[src/rtl/cdb_tx_pkg.sv]
// Shared CDB definitions: register-index widths, result width and the packed
// CDB entry layout used by the cdb, rs, rob and map_table blocks.
package cdb_tx_pkg;

    localparam int PR_IDX_W = 6;
    localparam int AR_IDX_W = 5;
    localparam int DATA_W   = 64;

    typedef struct packed {
        logic [PR_IDX_W-1:0] pr_idx;
        logic [AR_IDX_W-1:0] ar_idx;
        logic [DATA_W-1:0]   value;
        logic                exception;
    } cdb_entry_t;

    localparam int CDB_ENTRY_W = $bits(cdb_entry_t);

    function automatic cdb_entry_t pack_entry(
        input logic [PR_IDX_W-1:0] pr_idx,
        input logic [AR_IDX_W-1:0] ar_idx,
        input logic [DATA_W-1:0]   value,
        input logic                exception
    );
        cdb_entry_t e;
        e.pr_idx    = pr_idx;
        e.ar_idx    = ar_idx;
        e.value     = value;
        e.exception = exception;
        return e;
    endfunction

endpackage

[src/rtl/cdb_tx_cq.sv]
// Two-write / two-read in-order circular queue of CDB entries.
// Writes land at tail/tail+1, reads come from head/head+1; count separates full from empty.
module cdb_tx_cq
    import cdb_tx_pkg::*;
#(
    parameter int DEPTH = 4
) (
    input  logic                   clock,
    input  logic                   reset,
    input  logic                   flush,
    input  logic [1:0]             push_cnt,
    input  cdb_entry_t             wr_data0,
    input  cdb_entry_t             wr_data1,
    input  logic [1:0]             pop_cnt,
    output cdb_entry_t             rd_data0,
    output cdb_entry_t             rd_data1,
    output logic [$clog2(DEPTH):0] count
);

    localparam int PTR_W = $clog2(DEPTH);
    localparam int CNT_W = PTR_W + 1;

    cdb_entry_t       mem [DEPTH];
    logic [PTR_W-1:0] head;
    logic [PTR_W-1:0] tail;
    logic [PTR_W-1:0] head_p1;
    logic [PTR_W-1:0] tail_p1;

    assign head_p1  = head + PTR_W'(1);
    assign tail_p1  = tail + PTR_W'(1);
    assign rd_data0 = mem[head];
    assign rd_data1 = mem[head_p1];

    // Pointers wrap naturally because DEPTH is a power of two.
    always_ff @(posedge clock or posedge reset) begin
        if (reset) begin
            head  <= '0;
            tail  <= '0;
            count <= '0;
            for (int i = 0; i < DEPTH; i++) begin
                mem[i] <= '0;
            end
        end else if (flush) begin
            head  <= '0;
            tail  <= '0;
            count <= '0;
        end else begin
            if (push_cnt != 2'd0) begin
                mem[tail] <= wr_data0;
            end
            if (push_cnt == 2'd2) begin
                mem[tail_p1] <= wr_data1;
            end
            tail  <= tail + PTR_W'(push_cnt);
            head  <= head + PTR_W'(pop_cnt);
            count <= count + CNT_W'(push_cnt) - CNT_W'(pop_cnt);
        end
    end

endmodule

[src/rtl/cdb_tx.sv]
// Per-FU CDB transmit stage: queues FU completions, offers the oldest two on the
// CDB request lanes, retires them on grant and stalls the FU when space is short.
module cdb_tx
    import cdb_tx_pkg::*;
#(
    parameter int DEPTH = 4
) (
    input  logic                   clock,
    input  logic                   reset,
    input  logic                   flush,
    input  logic                   fu_valid0,
    input  logic                   fu_valid1,
    input  logic [PR_IDX_W-1:0]    fu_pr_idx0,
    input  logic [PR_IDX_W-1:0]    fu_pr_idx1,
    input  logic [AR_IDX_W-1:0]    fu_ar_idx0,
    input  logic [AR_IDX_W-1:0]    fu_ar_idx1,
    input  logic [DATA_W-1:0]      fu_value0,
    input  logic [DATA_W-1:0]      fu_value1,
    input  logic                   fu_exception0,
    input  logic                   fu_exception1,
    output logic                   fu_stall,
    output logic                   cdb_req0,
    output logic                   cdb_req1,
    output logic [PR_IDX_W-1:0]    cdb_pr_idx0,
    output logic [PR_IDX_W-1:0]    cdb_pr_idx1,
    output logic [AR_IDX_W-1:0]    cdb_ar_idx0,
    output logic [AR_IDX_W-1:0]    cdb_ar_idx1,
    output logic [DATA_W-1:0]      cdb_value0,
    output logic [DATA_W-1:0]      cdb_value1,
    output logic                   cdb_exception0,
    output logic                   cdb_exception1,
    input  logic                   cdb_grant0,
    input  logic                   cdb_grant1,
    output logic [$clog2(DEPTH):0] count
);

    localparam int CNT_W = $clog2(DEPTH) + 1;

    cdb_entry_t in0;
    cdb_entry_t in1;
    cdb_entry_t wr_data0;
    cdb_entry_t rd_data0;
    cdb_entry_t rd_data1;
    cdb_entry_t lane0;
    cdb_entry_t lane1;
    logic [1:0] push_cnt;
    logic [1:0] pop_cnt;
    logic       pop0;
    logic       pop1;

    assign in0 = pack_entry(fu_pr_idx0, fu_ar_idx0, fu_value0, fu_exception0);
    assign in1 = pack_entry(fu_pr_idx1, fu_ar_idx1, fu_value1, fu_exception1);

    // A lone lane-1 completion still goes into the tail slot.
    assign wr_data0 = fu_valid0 ? in0 : in1;

    // Stall looks only at the registered count, so it never waits on this cycle's grants.
    assign fu_stall = (count > CNT_W'(DEPTH - 2));
    assign push_cnt = fu_stall ? 2'd0 : ({1'b0, fu_valid0} + {1'b0, fu_valid1});

    assign cdb_req0 = (count != '0);
    assign cdb_req1 = (count >= CNT_W'(2));

    assign pop0    = cdb_grant0 && cdb_req0;
    assign pop1    = pop0 && cdb_grant1 && cdb_req1;
    assign pop_cnt = {1'b0, pop0} + {1'b0, pop1};

    cdb_tx_cq #(.DEPTH(DEPTH)) u_cq (
        .clock    (clock),
        .reset    (reset),
        .flush    (flush),
        .push_cnt (push_cnt),
        .wr_data0 (wr_data0),
        .wr_data1 (in1),
        .pop_cnt  (pop_cnt),
        .rd_data0 (rd_data0),
        .rd_data1 (rd_data1),
        .count    (count)
    );

    // Idle lanes drive zero so the CDB can OR lanes from several FUs.
    assign lane0 = cdb_req0 ? rd_data0 : '0;
    assign lane1 = cdb_req1 ? rd_data1 : '0;

    assign cdb_pr_idx0    = lane0.pr_idx;
    assign cdb_ar_idx0    = lane0.ar_idx;
    assign cdb_value0     = lane0.value;
    assign cdb_exception0 = lane0.exception;
    assign cdb_pr_idx1    = lane1.pr_idx;
    assign cdb_ar_idx1    = lane1.ar_idx;
    assign cdb_value1     = lane1.value;
    assign cdb_exception1 = lane1.exception;

endmodule

[config.mk]
export PLATFORM = sky130hd
export DESIGN_NAME = cdb_tx
export DESIGN_NICKNAME = d
export VERILOG_FILES = /design/src/rtl/cdb_tx_pkg.sv /design/src/rtl/cdb_tx_cq.sv /design/src/rtl/cdb_tx.sv
export SDC_FILE = /design/constraint.sdc
export NUM_CORES = 1
export LEC_CHECK = 0
export BUFFER_PORTS_ARGS = -buffer_cell sky130_fd_sc_hd__buf_2
export CAP_MARGIN = 10
export CORE_MARGIN = 10
export CORE_UTILIZATION = 62
export DETAILED_ROUTE_END_ITERATION = 7
export PLACE_DENSITY = 0.88
export SLEW_MARGIN = 20
export SYNTH_ARGS = -nofsm -noshare
export SYNTH_HDL_FRONTEND = slang
export SYNTH_SLANG_ARGS = --single-unit
[constraint.sdc]
create_clock -name clock -period 20.7 [get_ports clock]
set_input_delay 2.07 -clock clock [delete_from_list [all_inputs] [get_ports clock]]
set_output_delay 2.07 -clock clock [all_outputs]
set_load 0.01 [all_outputs]
==> results.sh <==
export IMPL_outcome="complete, but fails checks"
export IMPL_violations="design-rule violations"
export IMPL_grt_pass1_vias=17500
export IMPL_ant_nets=0
export IMPL_numCtsBuffers=34
export IMPL_layout_nets=2056
export IMPL_clk_pin_slew_ns=0.06
export IMPL_worst_skew_pair_late_latency_ns=0.52
export IMPL_synth_seq_cells=311
export IMPL_crit_type="reg2out"
export IMPL_max_cap_violations=0
export IMPL_yosysTopAreaCell="dfrtp_1"
export IMPL_grt_usage=0.319
export IMPL_dp_hpwl_mm=37.8
export IMPL_crit_path_start_kind="flip-flop"
export IMPL_ir_worst_vdd_mv=0.0915
export IMPL_gp_congestion=0.851
export IMPL_crit_fanout=97
export IMPL_post_cts_buffers=0
export IMPL_dieArea_um2=37600
export IMPL_drive_gt1_frac=0.295
export IMPL_setup_viol=0
export IMPL_coreArea_um2=29800
export IMPL_fmax_mhz=185
export IMPL_synth_cell_area_um2=18800
export IMPL_grt_max_degree=182
export IMPL_cts_tree="done"
export IMPL_endpoint_kind="output pin"
export IMPL_clock_sinks=311
export IMPL_io_pins=317
export IMPL_maxSlewViolCount=0
export IMPL_utilization=0.719
export IMPL_final_area_um2=21400
export IMPL_power_density_nw_per_um2=171
export IMPL_post_cts_hold_buffer_count=0
export IMPL_finalCritPeriodShare=0.261
export IMPL_routed_wl_mm=62.2
export IMPL_syn_to_final_growth_pct=14.1
export IMPL_placed_cell_area_um2=20300
export IMPL_rsz0062_at_grt="no"
export IMPL_firstDrtPassIters=8
export IMPL_ys_warn_count=0
export IMPL_synthCells=1696
export IMPL_port_buffers=316
export IMPL_ctsLongestPathBuffers=3
export IMPL_h_tree_depth=2
export IMPL_cp_arrival_ns=3.33
export IMPL_synth_edff_count=0
export IMPL_async_flop_share=1.00
export IMPL_routedWlPerCell_um=27.1
export IMPL_synth_ff_type="dfrtp_1"
export IMPL_first_iter_violations=2967
export IMPL_post_route_drc_count=36
export IMPL_grt_pass1_wl_mm=98.2
export IMPL_clockRootBuffer="clkbuf_16"
export IMPL_viasPerCell=7.41
export IMPL_slew_headroom=0.248
export IMPL_die_h_um=194
export IMPL_netlist_area_leader_share=0.414
export IMPL_hold_violations=0
export IMPL_leakagePower_nw=9.16
export IMPL_layout_min_cycle_time_ns=5.40
export IMPL_grt_ovfl_total=0
export IMPL_initial_utilization=0.630
export IMPL_post_cts_resized=0
export IMPL_antenna_cells=0
export IMPL_hold_class="reg2reg"
export IMPL_synth_fp_nets=1863
export IMPL_syn_area_per_cell_um2=11.1
export IMPL_vias=17000
export IMPL_yosysSeqAreaShare=0.414
export IMPL_worstMarginPinSlew_ns=1.12
export IMPL_finClkSkew_ns=0.0329
export IMPL_synth_most_common_cell="dfrtp_1"
export IMPL_antenna_found_initial=2
export IMPL_required_ns=18.63
export IMPL_synth_cell_types=32
export IMPL_yosys_top_cells_area="dfrtp_1 (41%), mux4_2 (18%), a222oi_1 (8.1%)"
export IMPL_rows=63
export IMPL_fp_dieW_um=194
export IMPL_synth_common_cells="dfrtp_1 (311), nor2_1 (239), inv_1 (158), and2_1 (154)"
export IMPL_setup_tns_ns=0
==> per-layer routing <==
metal,GRT usage,wire [µm],vias to the layer above
li1,-,-,6899
met1,0.396,21200,8310
met2,0.505,29700,1539
met3,0.0915,8460,265
met4,0.155,2900,4
met5,0,18,-
==> placed cells by master (no fill, tap or decap), types with 2 or more instances in the layout <==
master / count
a2111oi_4: 2
a211oi_1: 76
a221oi_1: 152
a222oi_1: 152
and2_1: 154
buf_12: 2
buf_2: 314
buf_4: 25
bufinv_16: 3
clkbuf_1: 8
clkbuf_16: 35
clkbuf_8: 6
clkinv_2: 2
dfrtp_1: 309
dfrtp_4: 2
fa_1: 2
ha_1: 6
inv_1: 157
mux4_2: 152
nand2_1: 4
nor2_1: 235
nor2_4: 4
nor2b_1: 79
nor3_1: 2
nor3_2: 3
o21ai_4: 2
xnor2_1: 5
==> registers in the layout (all words and copies together), names as in the netlist <==
signal / cells
u_cq.tail: 2
u_cq.head: 2
u_cq.count: 3
u_cq.mem: 304
==> final timing paths <==
path | start | to | slack [ns] | cells after the start
setup / recovery | u_cq.head[0] | cdb_value1[50] | 15.30 | 4
min in group asynchronous | reset | u_cq.mem[235] | 1.71 | 2
max in group asynchronous | reset | u_cq.mem[192] | 17.44 | 3
setup reg to reg | u_cq.count[2] | u_cq.count[2] | 17.17 | 11
hold / removal | u_cq.mem[236] | u_cq.mem[236] | 0.57 | 2
hold reg to reg | u_cq.mem[236] | u_cq.mem[236] | 0.57 | 2
==> power breakdown <==
part	internal, mW	switching [mW]
Sequential	0.904	0.274
Combinational	0.936	0.927
Clock	0.367	0.245
Total	2.21	1.45
==> cell type report <==
class                           instances  area (µm²)
Multi-Input combinational cell       1041        9630
Fill cell                            2010        8380
Sequential cell                       311        7790
Timing Repair Buffer                  342        1810
Clock buffer                           49         988
Inverter                              159         604
Tap cell                              390         488
Clock inverter                          6         109
==> kinds of logic after synthesis <==
logic type / share of synthesized area
buffers and inverters: 0.0769
and+or+nand+nor: 0.131
adders and majority gates: 0.00613
AOI/OAI and AO/OA: 0.187
DFF: 0.414
muxes: 0.182
xor gates and xnor gates: 0.00280
==> through the flow <==
step                worst slack (ns)  hold slack [ns]  std cells  power, mW
CTS                            15.34            0.568       2298       3.63
detailed placement             15.47            0.559       2243       2.99
finish                         15.30            0.569       2298       3.65
floorplan                      10.03            0.534       1696       2.38
global placement               15.51            0.546       2243       2.91
global route                   15.11            0.591       2298       3.85
==> worst max-delay path: stages (launching register included) <==
cell and delay, ns:
dfrtp_4 1.06, buf_12 0.57, mux4_2 0.61, and2_1 0.23, buf_2 0.16
Note: power is estimated with default switching activity, not from simulation.
